--- src/rtl/pc_redirect_unit.sv ---
// Fetch PC owner: sequential fetch, execute redirects, buffered redirects.
// Drives D/E flushes and tracks redirect count and misaligned targets.
module pc_redirect_unit #(
  parameter int unsigned XLEN = 32,
  parameter logic [XLEN-1:0] RESET_PC = 32'h0000_0000,
  parameter int unsigned CNT_W = 16
) (
  input  logic             clk,
  input  logic             rst,
  input  logic             stallf,
  input  logic             imem_ready,
  input  logic [1:0]       pcsrce,
  input  logic [XLEN-1:0]  pctargete,
  input  logic [XLEN-1:0]  aluresulte,
  output logic [XLEN-1:0]  pcf,
  output logic [XLEN-1:0]  pcplus4f,
  output logic             flushd,
  output logic             flushe,
  output logic             redirect_pending,
  output logic             misalign_err,
  output logic [CNT_W-1:0] redirect_count
);

  localparam logic [XLEN-1:0] ONE = XLEN'(1);
  localparam logic [XLEN-1:0] FOUR = XLEN'(4);

  logic            redir_now;
  logic [XLEN-1:0] tgt;
  logic            pend_v;
  logic [XLEN-1:0] pend_tgt;
  logic            cnt_sat;

  // Decode redirect code; JALR target has bit 0 cleared, code 11 is inert.
  always_comb begin
    redir_now = 1'b0;
    tgt = pctargete;
    unique case (pcsrce)
      2'b01: redir_now = 1'b1;
      2'b10: begin
        redir_now = 1'b1;
        tgt = aluresulte & ~ONE;
      end
      default: redir_now = 1'b0;
    endcase
  end

  assign pcplus4f = pcf + FOUR;
  assign flushe = redir_now;
  assign flushd = redir_now | pend_v;
  assign redirect_pending = pend_v;
  assign cnt_sat = &redirect_count;

  // PC and pending-redirect update; a redirect always beats stallf.
  always_ff @(posedge clk or negedge rst) begin
    if (!rst) begin
      pcf <= RESET_PC;
      pend_v <= 1'b0;
      pend_tgt <= '0;
    end else begin
      unique case (1'b1)
        redir_now && imem_ready: begin
          pcf <= tgt;
          pend_v <= 1'b0;
        end
        redir_now && !imem_ready: begin
          pend_v <= 1'b1;
          pend_tgt <= tgt;
        end
        !redir_now && pend_v && imem_ready: begin
          pcf <= pend_tgt;
          pend_v <= 1'b0;
        end
        !redir_now && !pend_v && imem_ready && !stallf:
          pcf <= pcplus4f;
        default: ;
      endcase
    end
  end

  // Sticky misalign flag and saturating redirect counter.
  always_ff @(posedge clk or negedge rst) begin
    if (!rst) begin
      misalign_err <= 1'b0;
      redirect_count <= '0;
    end else begin
      if (redir_now && tgt[1])
        misalign_err <= 1'b1;
      if (redir_now && !cnt_sat)
        redirect_count <= redirect_count + CNT_W'(1);
    end
  end

endmodule

--- config.mk ---
export PLATFORM = sky130hd
export DESIGN_NAME = pc_redirect_unit
export DESIGN_NICKNAME = d
export VERILOG_FILES = /design/src/rtl/pc_redirect_unit.sv
export SDC_FILE = /design/constraint.sdc
export NUM_CORES = 1
export LEC_CHECK = 0
export CAP_MARGIN = 20
export CORE_ASPECT_RATIO = 0.9
export CORE_MARGIN = 3
export CORE_UTILIZATION = 45
export CTS_CLUSTER_DIAMETER = 120
export CTS_CLUSTER_SIZE = 16
export DETAILED_ROUTE_END_ITERATION = 16
export PLACE_DENSITY = 0.73
export SETUP_SLACK_MARGIN = 0.15
export SLEW_MARGIN = 10
export SYNTH_ARGS = -nofsm -noshare
export SYNTH_HDL_FRONTEND = slang
export SYNTH_SLANG_ARGS = --single-unit
--- constraint.sdc ---
create_clock -name clk -period 2.2 [get_ports clk]
set_clock_uncertainty 0.2 [all_clocks]
set_input_delay 0.33 -clock clk [delete_from_list [all_inputs] [get_ports clk]]
set_output_delay 0.33 -clock clk [all_outputs]
set_load 0.03 [all_outputs]
==> summary.md, run 1 <==
| Metric | Value |
|---|---|
| Status | finished with violations |
| Failing checks | negative setup slack |
| Fin. Hold Viols | 0 |
| Final worst path period share | 1.142 |
| Synth unique cells | 60 |
| Critical Path Sink Type | output pin |
| GR Util met1 | 0.4160 |
| Slew @ Worst Pin | 522.8 ps |
| Syn Inst Count | 593 |
| Total Wirelength | 20.09 mm |
| First-pass GRT wire length | 30.30 mm |
| Pre-CTS setup slack | -545.9 ps |
| Crit path max-delay family | simple AND/OR/NAND/NOR gates |
| Critical Path Fanout Max | 5 |
| Vias in the first global route | 5,803 |
| Power Density | 746.6 nW/um^2 |
| Seq. cell area | 2081 um^2 |
| Sequential area share after synthesis | 0.3909 |
| CP Buf/Inv Count | 1 |
| DP HPWL | 13.67 mm |
| WL per Instance | 19.71 um |
| FP Rows | 36 |
| Worst endpoint required time | 1670 ps |
| Core region area | 11,130 um^2 |
| DR vias | 6,040 |
| Pin count of the biggest net entering global routing | 49 |
| I/O Pins | 154 |
| Worst VDD drop | 799.0 uV |
| Synth Register Bits | 82 |
| Critical path depth | 5 |
| Clock Latency Late Sink | 340 ps |
| Met2 Use GR | 0.4641 |
| DRC viols | 0 |
| Area growth syn-to-layout | 77.14% |
| Die X | 119.8 um |
| Fraction of layout instances using a drive strength above 1 | 0.3852 |
| Max_slew headroom | 0.6485 |
| Leading area contributor after synthesis | dfrtp_1 |
| Die area | 13,000 um^2 |
| Cell area after layout | 9298 um^2 |
| Pre-Repair DR Iteration Count | 5 |
| Final Max Slew Viols | 0 |
| PnR worst setup slack | -311.6 ps |
| Final Critical Period | 2512 ps |
| Critical path type | flip-flop to output pin |
| Routing usage on met3 | 0.06538 |
| Max cap viols | 0 |
| CP max-delay cell | or4_4 |
| Multi-input gate area | 3757 um^2 |
| Starting DRC count in detailed routing | 493 |
| DR vias/cell | 5.927 |
| CTS tree | yes |
| Top Usage Layer GRT | met2 |
| Unrepaired setup endpoints after global routing | yes |
| Max Fclk | 398.2 MHz |
| Post-synth top cells | dfrtp_1 (82), nand2_1 (69), o21ai_0 (49), mux2i_1 (32), nor2_1 (31) |
| Total track usage | 0.2938 |
| Worst Setup Start Kind | flip-flop |
| Port Buffer Count | 152 |
| GPL Wtd Cong | 0.9003 |
| GRT Residual Overflow | 0 |
| Crit-path cells | ha_4 -> nand4_4 -> or4_4 -> xnor2_4 -> buf_6 |
| HP Class | input pin to async pin |
| Die Y | 108.5 um |
| Setup violations, final | 25 |
| Syn_nets | 666 |
| Placed cell areas | 8049 um^2 |
| R2R depth | 9 |
| Synth Flop Type | dfrtp_1 |
| Routed Antenna Nets | 0 |
| Post-synth EDFFs | 0 |
| Top cell type's share of synthesized area | 0.3909 |
| Most frequent cell after synthesis | dfrtp_1 |
| Final #Nets | 935 |
| Maximum clock path buffer count | 2 |
| Post-Syn Area | 5249 um^2 |
| Max incr delay on CP | 590 ps |
| H-tree depth | 3 |
| Antenna diode count | 0 |
| CTS root buf | clkbuf_16 |
| Initial antenna violation count | 0 |
| Effective utilization at floorplan | 0.4718 |
| Async S/R FF share, synth | 1.000 |
| Synth Warn # | 0 |
| Final Core Density | 0.8357 |
| Largest cells by area after synthesis | dfrtp_1 (39%), mux2i_1 (6.1%), nand2_1 (4.9%) |
| Syn_area_per_cell | 8.851 um^2 |
| Cts bufs inserted | 9 |
| Num Clock Sinks | 82 |
| CP arrival | 1980 ps |
| Leakage | 4.189 nW |
| Clock-pin slew on the worst setup and hold paths | 60 ps |
| TNS Setup | -5222 ps |
| Fillers | 638 |
[cells by family (layout without fill, tap and decap cells)]
logic type,Yosys count,after routing,synth area share
and+or+nand+nor,234,234,0.2446
AOI/OAI and AO/OA,136,136,0.1678
DFF,82,82,0.3909
buffers and inverters,62,336,0.05316
xor gates and xnor gates,40,40,0.06674
muxes,36,36,0.06961
adders and majority gates,3,3,0.007152
[cell type report]
type	instances	area share
clock inverters	6	0.005248
inverters	10	0.004037
well taps	152	0.02045
repair buffers	310	0.3177
multi-input cells	449	0.4041
clock buffers	10	0.02463
flip-flops and latches	82	0.2238
[cell usage in the layout (no fill, tap or decap), types with 28 or more instances in the layout]
| master | instances |
|---|---|
| nand2_1 | 60 |
| nor2_1 | 28 |
| buf_6 | 41 |
| dfrtp_1 | 59 |
| o21ai_0 | 49 |
| dlygate4sd2_1 | 32 |
| buf_4 | 132 |
| clkdlybuf4s50_1 | 80 |
| nand4_1 | 28 |
| mux2i_1 | 32 |
[power breakdown]
group / switching, mW / total, mW / internal (mW) / leakage, nW
registers: 0.332 / 2.16 / 1.82 / 0.980
clock network: 0.664 / 1.44 / 0.778 / 0.126
logic: 1.87 / 3.34 / 1.47 / 3.08
total: 2.86 / 6.94 / 4.08 / 4.19
[state kept, by name, summed over array words and instances, names as in the netlist]
| register | flops |
|---|---|
| redirect_pending | 1 |
| misalign_err | 1 |
| pend_tgt | 32 |
| pcf | 32 |
| redirect_count | 16 |
[per-layer routing]
layer	part of all wire	vias to the layer above
met5	0	-
met4	0.015	0
met3	0.085	31
met2	0.47	334
met1	0.43	2953
li1	-	2722
[worst paths after layout]
kind	to	slack [ps]	startpoint
worst max-delay path	pcplus4f[14]	-310	pcf[2]
min in group clk	misalign_err	280	misalign_err
worst max register to register	pcf[21]	50	pcf[11]
max in group asynchronous	pcf[4]	990	rst
worst min-delay path	pcf[24]	210	rst
worst min register to register	misalign_err	280	misalign_err
[timing repair]
action	in CTS	in global routing
setup buffers	38	16
hold endpoints to repair	62	0
setup endpoints to repair	113	56
hold buffers	1	0
pin swaps	31	14
gates cloned	1	0
gates resized for setup	129	44
[stage by stage]
| stage | power, mW | std cells | hold WS (ps) |
|---|---|---|---|
| 3_5_place_dp | 5.205 | 947 | 18.97 |
| 2_1_floorplan | 3.878 | 593 | -165.6 |
| 4_1_cts | 6.788 | 1003 | 204.4 |
| 6_report | 6.942 | 1019 | 205.4 |
| 5_1_grt | 7.247 | 1019 | 209.5 |
| 3_3_place_gp | 5.130 | 947 | 16.15 |
Power figures use the tool's default switching activity.
==> inputs of run 2 (changes only) <==
Settings changed: SKIP_LAST_GASP set to 1.
==> run 2 against run 1 <==
  * Sequential share of layout area up 0.062 points
  * Maximum frequency up 1.1%
  * Core utilization down 0.28 points
  * Clock power about the same
  * Highest routed layer unchanged
  * Worst hold slack better by 3.7 ps
  * Cell area down 0.34%
  * Register-to-register slack about the same
  * Global-route usage up 0.16 points
  * Clock-buffer cell count unchanged
  * Final cell count about the same
  * The flow still finishes with violations (negative setup slack)
==> summary.md, run 2 (synthesis gave the netlist of run 1 again) <==
| Metric | Value |
|---|---|
| Slew @ Worst Pin | 483.2 ps |
| Critical path type | flip-flop to output pin |
| Maximum clock path buffer count | 2 |
| Worst VDD drop | 795.1 uV |
| Worst endpoint required time | 1670 ps |
| Cts bufs inserted | 9 |
| Num Clock Sinks | 82 |
| R2R depth | 9 |
| Status | finished with violations |
| CP max-delay cell | or4_4 |
| Crit path max-delay family | simple AND/OR/NAND/NOR gates |
| Initial antenna violation count | 0 |
| Max_slew headroom | 0.6751 |
| Worst Setup Start Kind | flip-flop |
| Final worst path period share | 1.129 |
| Final #Nets | 934 |
| Antenna diode count | 0 |
| Power Density | 743.8 nW/um^2 |
| Critical Path Fanout Max | 5 |
| CP Buf/Inv Count | 1 |
| Fraction of layout instances using a drive strength above 1 | 0.3788 |
| Max incr delay on CP | 580 ps |
| CTS root buf | clkbuf_16 |
| CP arrival | 1950 ps |
| Routed Antenna Nets | 0 |
| Fin cells | 1,018 |
| DR vias | 5,925 |
| Core region area | 11,130 um^2 |
| Pin count of the biggest net entering global routing | 49 |
| Final Critical Period | 2483 ps |
| Die X | 119.8 um |
| Fillers | 647 |
| Reg2reg start | pcf[11] |
| Commonest non-fill, non-tap cell in the layout | buf_4 |
| Clock Latency Late Sink | 340 ps |
| Area growth syn-to-layout | 76.54% |
| Port Buffer Count | 152 |
| Worst R2R Setup Slack | 50 ps |
| Pre-CTS setup slack | -545.9 ps |
| Setup violations, final | 25 |
| I/O Pins | 154 |
| DRC viols | 0 |
| DP Cell Count | 947 |
| WL per Instance | 19.09 um |
| Starting DRC count in detailed routing | 501 |
| Crit-path cells | ha_4 -> nand4_4 -> or4_4 -> xnor2_4 -> buf_6 |
| Failing checks | negative setup slack |
| GRT Residual Overflow | 0 |
| Leakage | 4.165 nW |
| Unrepaired setup endpoints after global routing | yes |
| Total Wirelength | 19.43 mm |
| Effective utilization at floorplan | 0.4718 |
| PnR worst setup slack | -283.5 ps |
| DP HPWL | 13.67 mm |
| GPL Wtd Cong | 0.9003 |
| First-pass GRT wire length | 30.42 mm |
| Pre-Repair DR Iteration Count | 8 |
| CTS tree | yes |
| Top Registers | pcf (32), pend_tgt (32), redirect_count (16) |
| Clock-pin slew on the worst setup and hold paths | 60 ps |
| HP Class | input pin to async pin |
| Critical Path Sink Type | output pin |
| Die area | 13,000 um^2 |
| Max cap viols | 0 |
| DR vias/cell | 5.820 |
| Max Fclk | 402.7 MHz |
| Vias in the first global route | 5,812 |
| H-tree depth | 3 |
| Worst reg2reg endpoint | pcf[21] |
| Die Y | 108.5 um |
| FP Rows | 36 |
| Fin. Hold Viols | 0 |
| Final Core Density | 0.8329 |
| Cell area after layout | 9266 um^2 |
| Most frequent cells in the layout | buf_4 (132), clkdlybuf4s50_1 (80), nand2_1 (62) |
| Final Max Slew Viols | 0 |
| Placed cell areas | 8049 um^2 |
| Total track usage | 0.2953 |
==> run 2: cell count changes in the layout (fill, tap and decap cells not counted), sizes merged <==
cell,before,now
buf,188,186
dlymetal6s2s,7,8
clkbuf,11,10
clkdlybuf4s15,0,1
==> run 2: routing by layer <==
metal  GRT usage  up-vias  routed length, um
li1            -     2729                  -
met1      0.4180     2874               8585
met2      0.4698      290               9128
met3     0.06328       32               1379
met4     0.06460        0                335
met5           0        -                  0
==> run 2: worst register-to-register path: cells and delay by family (launching register included) <==
family	cells	cell delay [ps]
AO/OA/AOI/OAI	1	40
AND/OR/NAND/NOR	3	830
buffers and inverters	5	580
flip-flops	1	390
==> run 2: worst max path at each step <==
stage,from,endpoint,cells past startpoint
floorplan,pcf[7],pcplus4f[25],6
global placement,pcsrce[0],pcf[31],8
detailed placement,pcsrce[0],pcf[7],8
CTS,pcf[15],pcplus4f[23],7
global route,pcf[2],pcplus4f[14],5
finish,pcf[2],pcplus4f[14],5
==> run 2: timing repair <==
action | CTS | global route
cloned | 1 | 0
gates resized for setup | 121 | 40
endpoints found under the setup margin | 113 | 57
pin swaps | 29 | 14
setup buffers | 38 | 15
hold endpoints to repair | 62 | 0
hold buffers | 1 | 0
==> run 2: where the power goes <==
part	switching [mW]	leakage, nW	internal [mW]
clock	0.660	0.126	0.778
combinational	1.84	3.06	1.46
sequential	0.329	0.981	1.82
total	2.83	4.17	4.07
==> run 2: through the flow <==
stage               setup TNS, ps  hold slack [ps]  total power [mW]
floorplan                  -621.7           -165.6             3.878
finish                      -4884            209.0             6.892
CTS                         -4487            204.4             6.777
global route                -6603            209.2             7.203
global placement           -19270            16.15             5.130
detailed placement         -23030            18.97             5.205
==> run 2: area by class of cell <==
| class | instances | area (um^2) | share of cell area |
|---|---|---|---|
| Clock inverter | 6 | 48.80 | 0.005266 |
| Sequential cell | 82 | 2079 | 0.2244 |
| Timing Repair Buffer | 309 | 2965 | 0.3200 |
| Clock buffer | 10 | 229.0 | 0.02471 |
| Multi-Input combinational cell | 449 | 3716 | 0.4010 |
| Tap cell | 152 | 190.2 | 0.02052 |
| Inverter | 10 | 37.54 | 0.004051 |
==> inputs of run 3 (changes only) <==
Settings changed: ABC_AREA set to 1.
==> run 3 against run 2 <==
  * The run still ends with negative setup slack left
  * Maximum frequency up 3.6%
  * Sequential power increased by 4%
  * Critical path depth is 4 higher
  * Routed wire length down 1.6%
  * Cell area decreased by 8.5%
  * Sequential share of layout area increased by 2.0 points
  * Die area shrank 0.13%
  * Core utilization fell by 6.7 points
  * Flip-flop and latch count is the same
  * Synthesized cell count rose by 27%
  * Clock-buffer cell count grew 1
  * Critical path type unchanged
  * Largest cell class unchanged
==> summary.md, run 3 <==
| Metric | Value |
|---|---|
| Sequential area share after synthesis | 0.3915 |
| CTS root buf | clkbuf_16 |
| Area growth syn-to-layout | 61.85% |
| Leakage | 4.164 nW |
| DRC viols | 0 |
| Cts bufs inserted | 9 |
| TNS Setup | -3134 ps |
| Synth Flop Type | dfrtp_1 |
| Switch Pwr | 3.282 mW |
| Critical path type | flip-flop to output pin |
| GRT Residual Overflow | 0 |
| First-pass GRT wire length | 28.56 mm |
| Async S/R FF share, synth | 1.000 |
| Clock-pin slew on the worst setup and hold paths | 70 ps |
| Final Critical Period | 2398 ps |
| Fin cells | 1,147 |
| FP Rows | 36 |
| Cell Int Power | 4.482 mW |
| I/O Pins | 154 |
| DR vias/cell | 5.281 |
| Routed Antenna Nets | 0 |
| Logic pwr share | 0.504 |
| Failing checks | negative setup slack |
| Reg power frac | 0.288 |
| Reg2reg start | pcf[3] |
| Syn_nets | 825 |
| Sw Ratio | 0.4227 |
| Total track usage | 0.2769 |
| Synth Register Bits | 82 |
| Syn Inst Count | 752 |
| Commonest non-fill, non-tap cell in the layout | nand2_1 |
| Crit path to | pcplus4f[13] |
| Worst Setup Start Kind | flip-flop |
| Critical Path Sink Type | output pin |
| CTS tree | yes |
| Clk pwr share | 0.208 |
| Most frequent cells in the layout | nand2_1 (247), clkdlybuf4s50_1 (93), buf_4 (93) |
| Die area | 12,980 um^2 |
| Top Registers | pcf (32), pend_tgt (32), redirect_count (16) |
| Leading area contributor after synthesis | dfrtp_1 |
| Final Max Slew Viols | 0 |
| Antenna diode count | 0 |
| H-tree depth | 3 |
| Starting DRC count in detailed routing | 644 |
| Placed cell areas | 7257 um^2 |
| DP HPWL | 12.96 mm |
| DR vias | 6,057 |
| Fraction of layout instances using a drive strength above 1 | 0.2623 |
| Final worst path period share | 1.090 |
| Worst endpoint required time | 1670 ps |
| Unrepaired setup endpoints after global routing | yes |
| Syn_area_per_cell | 6.970 um^2 |
| Worst reg2reg endpoint | pcf[18] |
| Post-synth EDFFs | 0 |
| Die Y | 108.4 um |
| Cell area after layout | 8483 um^2 |
| Vias in the first global route | 5,663 |
| Most frequent cell after synthesis | nand2_1 |
| Max_slew headroom | 0.5950 |
| Pin count of the biggest net entering global routing | 41 |
| Max cap viols | 0 |
| Pre-Repair DR Iteration Count | 5 |
| Status | finished with violations |
| Total Wirelength | 19.11 mm |
| Max Fclk | 417.0 MHz |
| Synth Warn # | 0 |
| Setup violations, final | 25 |
| Worst R2R Setup Slack | 250 ps |
| WL per Instance | 16.66 um |
| DP Cell Count | 1,075 |
| Worst Setup SP | pcf[7] |
| PnR worst setup slack | -198.2 ps |
| Die X | 119.8 um |
| HP Class | flip-flop to flip-flop |
| Fin. Hold Viols | 0 |
| Synth unique cells | 34 |
| Power Density | 915.2 nW/um^2 |
| Pre-CTS setup slack | -282.0 ps |
| Clock Latency Late Sink | 340 ps |
| Slew @ Worst Pin | 602.9 ps |
| Worst VDD drop | 480.0 uV |
| Maximum clock path buffer count | 2 |
| Top cell type's share of synthesized area | 0.3915 |
| Core region area | 11,080 um^2 |
| Effective utilization at floorplan | 0.4730 |
| Final #Nets | 1,063 |
| Largest cells by area after synthesis | dfrtp_1 (39%), nand2_1 (19%), nor2_1 (6.2%) |
| R2R depth | 10 |
| Critical Path Fanout Max | 3 |
| Total Power | 7.763 mW |
| Num Clock Sinks | 82 |
| Post-synth top cells | nand2_1 (270), nor2_1 (87), dfrtp_1 (82), inv_1 (67), o21ai_0 (52) |
| Post-Syn Area | 5241 um^2 |
| Port Buffer Count | 152 |
| Initial antenna violation count | 0 |
| Fillers | 797 |
| GPL Wtd Cong | 0.8406 |
| CP arrival | 1870 ps |
## run 3: critical path, cell delays in order (launching register included)
cell,delay (ps)
dfrtp_1,410
nand2_2,120
nor2_4,180
nand2_4,110
buf_4,160
inv_1,90
nand2_1,80
nand2_1,90
and2_4,150
buf_6,120
## run 3: power by group through the flow
| stage | Clock, mW | Sequential, mW | Combinational [mW] |
|---|---|---|---|
| 6_report | 1.62 | 2.24 | 3.91 |
| 3_3_place_gp | 0 | 2.24 | 3.21 |
| 3_5_place_dp | 0 | 2.26 | 3.28 |
| 5_1_grt | 1.70 | 2.27 | 4.16 |
| 2_1_floorplan | 0 | 2.66 | 1.46 |
| 4_1_cts | 1.64 | 2.20 | 3.63 |
## run 3: worst min path at each step
stage	startpoint	endpoint	slack (ps)	depth (start not counted)
CTS	misalign_err	misalign_err	270	1
detailed placement	rst	pend_tgt[23]	150	1
finish	misalign_err	misalign_err	270	1
floorplan	rst	misalign_err	-170	0
global placement	rst	pend_tgt[23]	150	1
global route	misalign_err	misalign_err	290	1
## run 3: timing repair
item | in CTS | in global routing
pin swaps | 27 | 29
gates cloned | 0 | 1
setup endpoints to repair | 65 | 77
hold buffers | 1 | 0
setup buffers | 34 | 20
resized for setup | 82 | 76
endpoints found under the hold margin | 38 | 0
## run 3: cell type report
class / count / area, um^2 / area share
repair buffers: 254 / 2466 / 0.2907
multi-input cells: 570 / 3166 / 0.3732
well taps: 152 / 190.2 / 0.02242
flip-flops and latches: 82 / 2069 / 0.2440
clock inverters: 5 / 80.08 / 0.009440
inverters: 73 / 279.0 / 0.03289
clock buffers: 11 / 232.7 / 0.02743
## run 3: kinds of logic after synthesis
logic type      after synthesis  synth area share
simple gates                437            0.3559
buf+inv                     100           0.07973
compound gates               95           0.09835
flops                        82            0.3915
xor+xnor                     22           0.04249
mux                          13           0.02483
fa+ha+maj                     3          0.007162
## run 3: per-stage QoR
| stage | util | hold slack [ps] |
|---|---|---|
| 4_1_cts | 0.7265 | 272.3 |
| 6_report | 0.7656 | 265.8 |
| 3_5_place_dp | 0.6549 | 153.4 |
| 3_3_place_gp | 0.6549 | 151.7 |
| 2_1_floorplan | - | -165.6 |
| 5_1_grt | 0.7656 | 289.4 |
## run 3: per-layer routing
metal | part of all wire | wire length [um] | GRT usage
met1 | 0.42 | 8003 | 0.3651
met2 | 0.48 | 9250 | 0.4597
met3 | 0.071 | 1358 | 0.05910
met4 | 0.026 | 498 | 0.08749
met5 | 0 | 0 | 0
